<file path="src/rtl/etherneco_synctimer_master_multi.sv">
// rtl/etherneco_synctimer_master_multi.sv - EtherNeco sync-timer master with per-node offset filtering
//
// Purpose: fractional-rate master timer, sync command frame generator
// (command byte, timestamp, per-node offsets) and round-trip measurement
// with an IIR filter on the per-node offset estimates.
//
// Optional feature macro: SYNCTIMER_MASTER_MONITOR_EN adds the mon_* outputs.
//
// Ports:
//   clk, reset                 clock, synchronous active-high reset
//   current_time               master time (wraps modulo 2^TIMER_WIDTH)
//   set_time, set_valid        time load value and strobe
//   cmd_tx_start/override/correct  start a command frame, command bits 1/0
//   cmd_tx_length              frame length minus 1 (constant)
//   m_cmd_tx_data/last/valid/ready  command frame byte stream
//   res_rx_start/end/error     response frame events
//   res_payload_pos/data/valid response payload bytes
//   busy                       exchange in progress
//   offset_valid               at least one accepted offset update
//   timeout_count, reject_count  saturating event counters
//   mon_response_time, mon_packet_time, mon_measured0  (monitor build only)

module etherneco_synctimer_master_multi #(
  parameter int TIMER_WIDTH    = 64,
  parameter int TIME_BYTES     = 8,
  parameter int NUMERATOR      = 10,
  parameter int DENOMINATOR    = 3,
  parameter int NODES          = 2,
  parameter int OFFSET_BYTES   = 4,
  parameter int OFFSET_GAIN    = 3,
  parameter int TX_COMP_CYCLES = 2,
  parameter int TIMEOUT_CYCLES = 65535
) (
  input  logic                      clk,
  input  logic                      reset,
  output logic [TIMER_WIDTH-1:0]    current_time,
  input  logic [TIMER_WIDTH-1:0]    set_time,
  input  logic                      set_valid,
  input  logic                      cmd_tx_start,
  input  logic                      cmd_tx_override,
  input  logic                      cmd_tx_correct,
  output logic [15:0]               cmd_tx_length,
  output logic [7:0]                m_cmd_tx_data,
  output logic                      m_cmd_tx_last,
  output logic                      m_cmd_tx_valid,
  input  logic                      m_cmd_tx_ready,
  input  logic                      res_rx_start,
  input  logic                      res_rx_end,
  input  logic                      res_rx_error,
  input  logic [15:0]               res_payload_pos,
  input  logic [7:0]                res_payload_data,
  input  logic                      res_payload_valid,
  output logic                      busy,
  output logic                      offset_valid,
  output logic [7:0]                timeout_count,
  output logic [7:0]                reject_count
`ifdef SYNCTIMER_MASTER_MONITOR_EN
  ,
  output logic [8*OFFSET_BYTES-1:0] mon_response_time,
  output logic [8*OFFSET_BYTES-1:0] mon_packet_time,
  output logic [8*OFFSET_BYTES-1:0] mon_measured0
`endif
);

  localparam int OW        = 8*OFFSET_BYTES;
  localparam int G         = OFFSET_GAIN;
  localparam int NB        = 1 + TIME_BYTES + OFFSET_BYTES*NODES;
  localparam int FW        = 8*NB;
  localparam int INT_STEP  = NUMERATOR / DENOMINATOR;
  localparam int FRAC_STEP = NUMERATOR % DENOMINATOR;
  localparam int COMP      = TX_COMP_CYCLES*NUMERATOR/DENOMINATOR;

  typedef enum logic [1:0] {S_IDLE, S_SEND, S_WAIT, S_CALC} state_t;

  state_t                 state;
  logic [31:0]            frac;
  logic [31:0]            frac_sum;
  logic [TIMER_WIDTH-1:0] time_latch;
  logic [1:0]             cmd_bits;
  logic [15:0]            byte_idx;
  logic [31:0]            to_cnt;
  logic [1:0]             calc_cnt;
  logic                   got_start;
  logic                   err;
  logic [OW-1:0]          tx_t, resp, rxs, pkt;
  logic [OW-1:0]          offset   [NODES];
  logic [OW-1:0]          rx_off   [NODES];
  logic [OW-1:0]          measured [NODES];
  logic [OW-1:0]          filt     [NODES];
  logic [OW+G-1:0]        acc      [NODES];
  logic [FW-1:0]          frame_vec;
  logic [7:0]             next_byte;

  assign cmd_tx_length = 16'(TIME_BYTES + OFFSET_BYTES*NODES);
  assign busy          = (state != S_IDLE);
  assign frac_sum      = frac + 32'(FRAC_STEP);

  // Fractional timer: integer step each cycle, one extra unit on accumulator carry.
  always_ff @(posedge clk) begin
    if (reset) begin
      current_time <= '0;
      frac         <= '0;
    end else if (set_valid) begin
      current_time <= set_time;
      frac         <= '0;
    end else if (frac_sum >= 32'(DENOMINATOR)) begin
      current_time <= current_time + TIMER_WIDTH'(INT_STEP + 1);
      frac         <= frac_sum - 32'(DENOMINATOR);
    end else begin
      current_time <= current_time + TIMER_WIDTH'(INT_STEP);
      frac         <= frac_sum;
    end
  end

  // Whole frame as a flat vector; offsets are live so they are sampled at byte issue.
  always_comb begin
    frame_vec = '0;
    frame_vec[7:0] = {6'b0, cmd_bits};
    frame_vec[8 +: 8*TIME_BYTES] = (8*TIME_BYTES)'(time_latch);
    for (int i = 0; i < NODES; i++)
      frame_vec[8*(1 + TIME_BYTES + i*OFFSET_BYTES) +: OW] = offset[i];
    next_byte = 8'h00;
    for (int k = 0; k < NB; k++)
      if (byte_idx == 16'(k)) next_byte = frame_vec[8*k +: 8];
  end

  // Per-node measurement and IIR: off' = (off*(2^G - 2) + measured) >> G.
  always_comb begin
    for (int i = 0; i < NODES; i++) begin
      measured[i] = resp - rx_off[i] + (pkt << 1);
      acc[i]      = ((OW+G)'(offset[i]) << G) - ((OW+G)'(offset[i]) << 1) + (OW+G)'(measured[i]);
      filt[i]     = offset_valid ? OW'(acc[i] >> G) : (measured[i] >> 1);
    end
  end

  always_ff @(posedge clk) begin
    if (reset) begin
      state          <= S_IDLE;
      m_cmd_tx_valid <= 1'b0;
      m_cmd_tx_data  <= 8'h00;
      m_cmd_tx_last  <= 1'b0;
      byte_idx       <= '0;
      time_latch     <= '0;
      cmd_bits       <= 2'b00;
      to_cnt         <= '0;
      calc_cnt       <= '0;
      got_start      <= 1'b0;
      err            <= 1'b0;
      tx_t           <= '0;
      resp           <= '0;
      rxs            <= '0;
      pkt            <= '0;
      offset_valid   <= 1'b0;
      timeout_count  <= '0;
      reject_count   <= '0;
      for (int i = 0; i < NODES; i++) begin
        offset[i] <= '0;
        rx_off[i] <= '0;
      end
    end else begin
      case (state)
        S_IDLE: begin
          if (cmd_tx_start) begin
            state          <= S_SEND;
            time_latch     <= current_time;
            cmd_bits       <= {cmd_tx_override, cmd_tx_correct};
            tx_t           <= current_time[OW-1:0] - OW'(COMP);
            m_cmd_tx_data  <= {6'b0, cmd_tx_override, cmd_tx_correct};
            m_cmd_tx_valid <= 1'b1;
            m_cmd_tx_last  <= 1'b0;
            byte_idx       <= 16'd1;
            got_start      <= 1'b0;
            err            <= 1'b0;
          end
        end
        S_SEND: begin
          if (m_cmd_tx_valid && m_cmd_tx_ready) begin
            if (m_cmd_tx_last) begin
              m_cmd_tx_valid <= 1'b0;
              m_cmd_tx_last  <= 1'b0;
              state          <= S_WAIT;
              to_cnt         <= '0;
            end else begin
              m_cmd_tx_data <= next_byte;
              m_cmd_tx_last <= (byte_idx == 16'(NB - 1));
              byte_idx      <= byte_idx + 16'd1;
            end
          end
        end
        S_WAIT: begin
          if (res_rx_end) begin
            state    <= S_CALC;
            calc_cnt <= '0;
          end else if (to_cnt == 32'(TIMEOUT_CYCLES - 1)) begin
            state <= S_IDLE;
            if (timeout_count != 8'hFF) timeout_count <= timeout_count + 8'd1;
          end else begin
            to_cnt <= to_cnt + 32'd1;
          end
        end
        S_CALC: begin
          if (calc_cnt == 2'd0) begin
            if (err) begin
              if (reject_count != 8'hFF) reject_count <= reject_count + 8'd1;
            end else begin
              for (int i = 0; i < NODES; i++) offset[i] <= filt[i];
              offset_valid <= 1'b1;
            end
          end
          if (calc_cnt == 2'd2) state <= S_IDLE;
          calc_cnt <= calc_cnt + 2'd1;
        end
        default: state <= S_IDLE;
      endcase

      // Response events only count while an exchange is outstanding.
      if (state == S_SEND || state == S_WAIT) begin
        if (res_rx_start) begin
          resp      <= current_time[OW-1:0] - tx_t;
          rxs       <= current_time[OW-1:0];
          got_start <= 1'b1;
        end
        if (res_rx_error && (got_start || res_rx_start)) err <= 1'b1;
        if (res_rx_end) begin
          pkt <= current_time[OW-1:0] - rxs;
          if (!got_start) err <= 1'b1;
        end
        if (res_payload_valid) begin
          for (int i = 0; i < NODES; i++)
            for (int j = 0; j < OFFSET_BYTES; j++)
              if (res_payload_pos == 16'(1 + TIME_BYTES + i*OFFSET_BYTES + j))
                rx_off[i][8*j +: 8] <= res_payload_data;
        end
      end
    end
  end

`ifdef SYNCTIMER_MASTER_MONITOR_EN
  // Snapshot on every CALC entry, rejected exchanges included.
  always_ff @(posedge clk) begin
    if (reset) begin
      mon_response_time <= '0;
      mon_packet_time   <= '0;
      mon_measured0     <= '0;
    end else if (state == S_CALC && calc_cnt == 2'd0) begin
      mon_response_time <= resp;
      mon_packet_time   <= pkt;
      mon_measured0     <= measured[0];
    end
  end
`else
  // Monitor outputs and registers are not built.
`endif

endmodule
</file>
<file path="config.mk">
export PLATFORM = sky130hd
export DESIGN_NAME = etherneco_synctimer_master_multi
export DESIGN_NICKNAME = d
export VERILOG_FILES = /design/src/rtl/etherneco_synctimer_master_multi.sv
export SDC_FILE = /design/constraint.sdc
export NUM_CORES = 2
export LEC_CHECK = 0
export BUFFER_PORTS_ARGS = -buffer_cell sky130_fd_sc_hd__buf_2
export CELL_PAD_IN_SITES_DETAIL_PLACEMENT = 1
export CELL_PAD_IN_SITES_GLOBAL_PLACEMENT = 2
export CORE_MARGIN = 2
export CORE_UTILIZATION = 41
export DETAILED_ROUTE_END_ITERATION = 10
export PLACE_DENSITY_LB_ADDON = 0.1
export REMOVE_ABC_BUFFERS = 1
export SYNTH_ARGS = -nofsm -noshare
export SYNTH_HDL_FRONTEND = slang
export SYNTH_SLANG_ARGS = --single-unit
</file>
<file path="constraint.sdc">
create_clock -name clk -period 11.9 [get_ports clk]
set_clock_uncertainty 0.05 [all_clocks]
set_input_delay 2.38 -clock clk [delete_from_list [all_inputs] [get_ports clk]]
set_output_delay 2.38 -clock clk [all_outputs]
set_load 0.005 [all_outputs]
</file>
==> out/results.ini <==
[cts]
htreeDepth = 2
postCtsHoldBufs = 0
cts_resized = 0
cts_buffers = 61
clock_sinks = 496
cts_buffer_depth = 3
cts_tree = built
cts.clk_slew.worst_paths_ns = 0.06
clk_latency_ns = 0.65
cts_setup_buffers = 0
clock-root-buffer = clkbuf_16

[global_route]
antenna_found_initial = 0
grt_max_degree = 133
grt_pass1_wl_um = 175000
grt.overflow.total = 0
grt_pass1_vias = 30100
grt_use_total_pct = 25.8

[floorplanning]
io_pins = 207
rows = 106
die_h_um = 293
die_w_um = 293
dieArea_um2 = 86000
core_um2 = 83300
start_util_pct = 41.2

[placement]
dp_hpwl_um = 84500
pre_cts_ws_ns = 4.69
gp_congestion = 0.868
portBuffers = 190

[detailed_routing]
vias = 29400
drc = 0
dr.pass1.iters = 5
wl_per_cell_um = 20.7
detail-route-antenna-nets = 0
viasPerCell = 5.47
drtIter0Drc = 1372
totalWireLength_um = 112000

[critical_path]
cp.buffers_inverters = 0
critPathKind = flop to flop
critPathRequiredTime_ns = 12.31
crit_path_max_incr_delay_ns = 0.82
end_kind = flop
cp_slowest_cell = a2111oi_0
crit_fanout = 6
cp_data_arrival_time_ns = 7.65
crit_path_cell_trace = fa_1 > ha_1 > fa_1 > a211o_1 > a21boi_0 > o31ai_1 > a2111oi_0 > o21ai_0 > nand2_1 > xnor2_1 > fa_1 > ha_1 > a21o_1 > a21o_1 > a21oi_1 > o21ai_0 > a31oi_1 > o21a_1 > a21oi_1 > nand3_1 > a21boi_0 > or3_1 > a21oi_1
crit_family = compound AO/OA/AOI/OAI gates
crit_path_start_kind = flop

[timing]
worst_slew_pin_slew_ns = 1.28
slew_violations = 0
period_needed_ns = 7.24
relSlewSlack_pct = 14.2
min_period_over_period_pct = 60.8
hold_slack_ns = 0.400
fin_ws_ns = 4.66
setup_tns_ns = 0
setup_viol = 0
fmax_mhz = 138
hold_viol = 0
rsz0062_at_grt = no

[cells_and_area]
drive_gt1_share_pct = 8.77
final_nets = 4681
syn_to_final_growth_pct = 11.8

[synth]
synthArstFlopShare_pct = 0
synthFlopType = dfxtp_1
synth_warnings = 0
synth_area_um2 = 34300
synth-seq-cells = 496
synth-seq-area-share_pct = 32.7
synth_top_area_cell = dfxtp_1
syn_inst = 4125
yosys.cell_types.count = 83
syn_avg_cell_area_um2 = 8.32
yosysTopAreaCellShare_pct = 21.5
synth_edf_count = 128
synthTopCellsByArea = dfxtp_1 (21%), edfxtp_1 (11%), ha_1 (7.7%)

[status]
run_status = complete, no violations

[job]
cap_violations = 0

[pwr]
peakVddDrop_mv = 0.214
p_total_mw = 13.3
pwr_density_cell_nw_per_um2 = 347
leakagePower_nw = 15.4

[min_path]
hold_class = flop to flop

[routing by layer]
metal	vias to the layer above	global-route usage, %	wire (um)
li1	14400	-	-
met1	14400	36.1	54000
met2	431	43.4	51900
met3	123	2.27	3540
met4	0	5.50	2230
met5	-	0	0
[final cells by class]
class                           count  area [um^2]
Antenna cell                        1         2.50
Tap cell                         1080         1350
Clock inverter                     25          238
Timing Repair Buffer              236         1320
Clock buffer                       91         1840
Sequential cell                   496        11200
Multi-Input combinational cell   3086        21000
Fill cell                        9990        44900
Inverter                          367         1380
[state kept, by name, indices dropped and copies added (netlist names), 16 cells and up]
name	flops
current_time	64
offset	64
rx_off	64
time_latch	64
frac	32
resp	32
to_cnt	32
pkt	31
rxs	31
tx_t	31
byte_idx	16
[report_power, final]
part / leakage, nW / switching, mW / total (mW) / internal, mW
logic: 10.1 / 5.41 / 9.21 / 3.80
clock network: 1.02 / 0.807 / 1.92 / 1.12
registers: 4.33 / 0.224 / 2.18 / 1.96
total: 15.4 / 6.44 / 13.3 / 6.88
[cell usage in the layout (no fill, tap or decap), types with 17 or more instances in the layout]
master       n
nor2_1     380
or3_1       49
nand3_1     98
nand2b_1    31
a31oi_1     30
nor3_1      77
o21bai_1    17
a311oi_1    19
edfxtp_1   128
nand4_1     31
buf_2      189
nand2_1    527
buf_4       45
nor2b_1     26
xor2_1     110
o31ai_1     20
o21a_1      39
ha_1       212
nor4_1      26
o211ai_1    25
fa_1       122
inv_1      364
dfxtp_1    367
clkbuf_16   66
xnor2_1    212
a21oi_1    357
mux2i_1     40
and2_1      62
a21o_1      56
and3_1      50
o21ai_0    135
a211oi_1   107
[final timing paths]
path	startpoint	to	slack, ns	cells after the start
worst max-delay path	pkt[0]$_SDFFE_PP0P_	offset[0][31]$_SDFFCE_PN0P_	4.66	23
worst min-delay path	resp[26]$_SDFFE_PP0P_	resp[26]$_SDFFE_PP0P_	0.40	2
worst max register to register	pkt[0]$_SDFFE_PP0P_	offset[0][31]$_SDFFCE_PN0P_	4.66	23
worst min register to register	resp[26]$_SDFFE_PP0P_	resp[26]$_SDFFE_PP0P_	0.40	2
[synth_stat cells (50+ instances only)]
| master | instances |
|---|---|
| xnor2_1 | 212 |
| ha_1 | 212 |
| nor2_1 | 380 |
| clkbuf_1 | 145 |
| nand3_1 | 98 |
| and2_1 | 64 |
| inv_1 | 364 |
| dfxtp_1 | 368 |
| nand2_1 | 530 |
| a211oi_1 | 107 |
| and3_1 | 50 |
| fa_1 | 122 |
| a21o_1 | 56 |
| nor3_1 | 77 |
| o21ai_0 | 137 |
| xor2_1 | 110 |
| a21oi_1 | 357 |
| edfxtp_1 | 128 |
[cell families (layout without fill, tap and decap cells)]
logic type / after synthesis / count (layout) / share of synthesized area, %
other: 2 / 17 / 0.0219
AO/OA/AOI/OAI: 934 / 934 / 17.2
flip-flops: 496 / 496 / 32.7
buffers and inverters: 557 / 719 / 6.35
adder cells (fa/ha/maj): 334 / 334 / 14.8
AND/OR/NAND/NOR: 1438 / 1438 / 19.4
multiplexers: 42 / 42 / 1.23
XOR/XNOR: 322 / 322 / 8.22
[metrics by stage]
step	instances	cell area, um^2	util (%)
6_report	5382	38400	46.1
5_1_grt	5381	38400	46.1
4_1_cts	5381	38400	46.1
3_5_place_dp	5265	36300	43.6
3_3_place_gp	5265	36300	43.6
2_1_floorplan	3949	33600	-
[worst register-to-register path, cell delays in order, from the launching register on]
cell       delay, ns
dfxtp_1         0.41
fa_1            0.45
ha_1            0.25
fa_1            0.44
a211o_1         0.36
a21boi_0        0.29
o31ai_1         0.20
a2111oi_0       0.82
o21ai_0         0.40
nand2_1         0.18
xnor2_1         0.16
fa_1            0.47
ha_1            0.39
a21o_1          0.20
a21o_1          0.19
a21oi_1         0.16
o21ai_0         0.17
a31oi_1         0.34
o21a_1          0.26
a21oi_1         0.14
nand3_1         0.14
a21boi_0        0.11
or3_1           0.36
a21oi_1         0.14
Power figures use the tool's default switching activity.
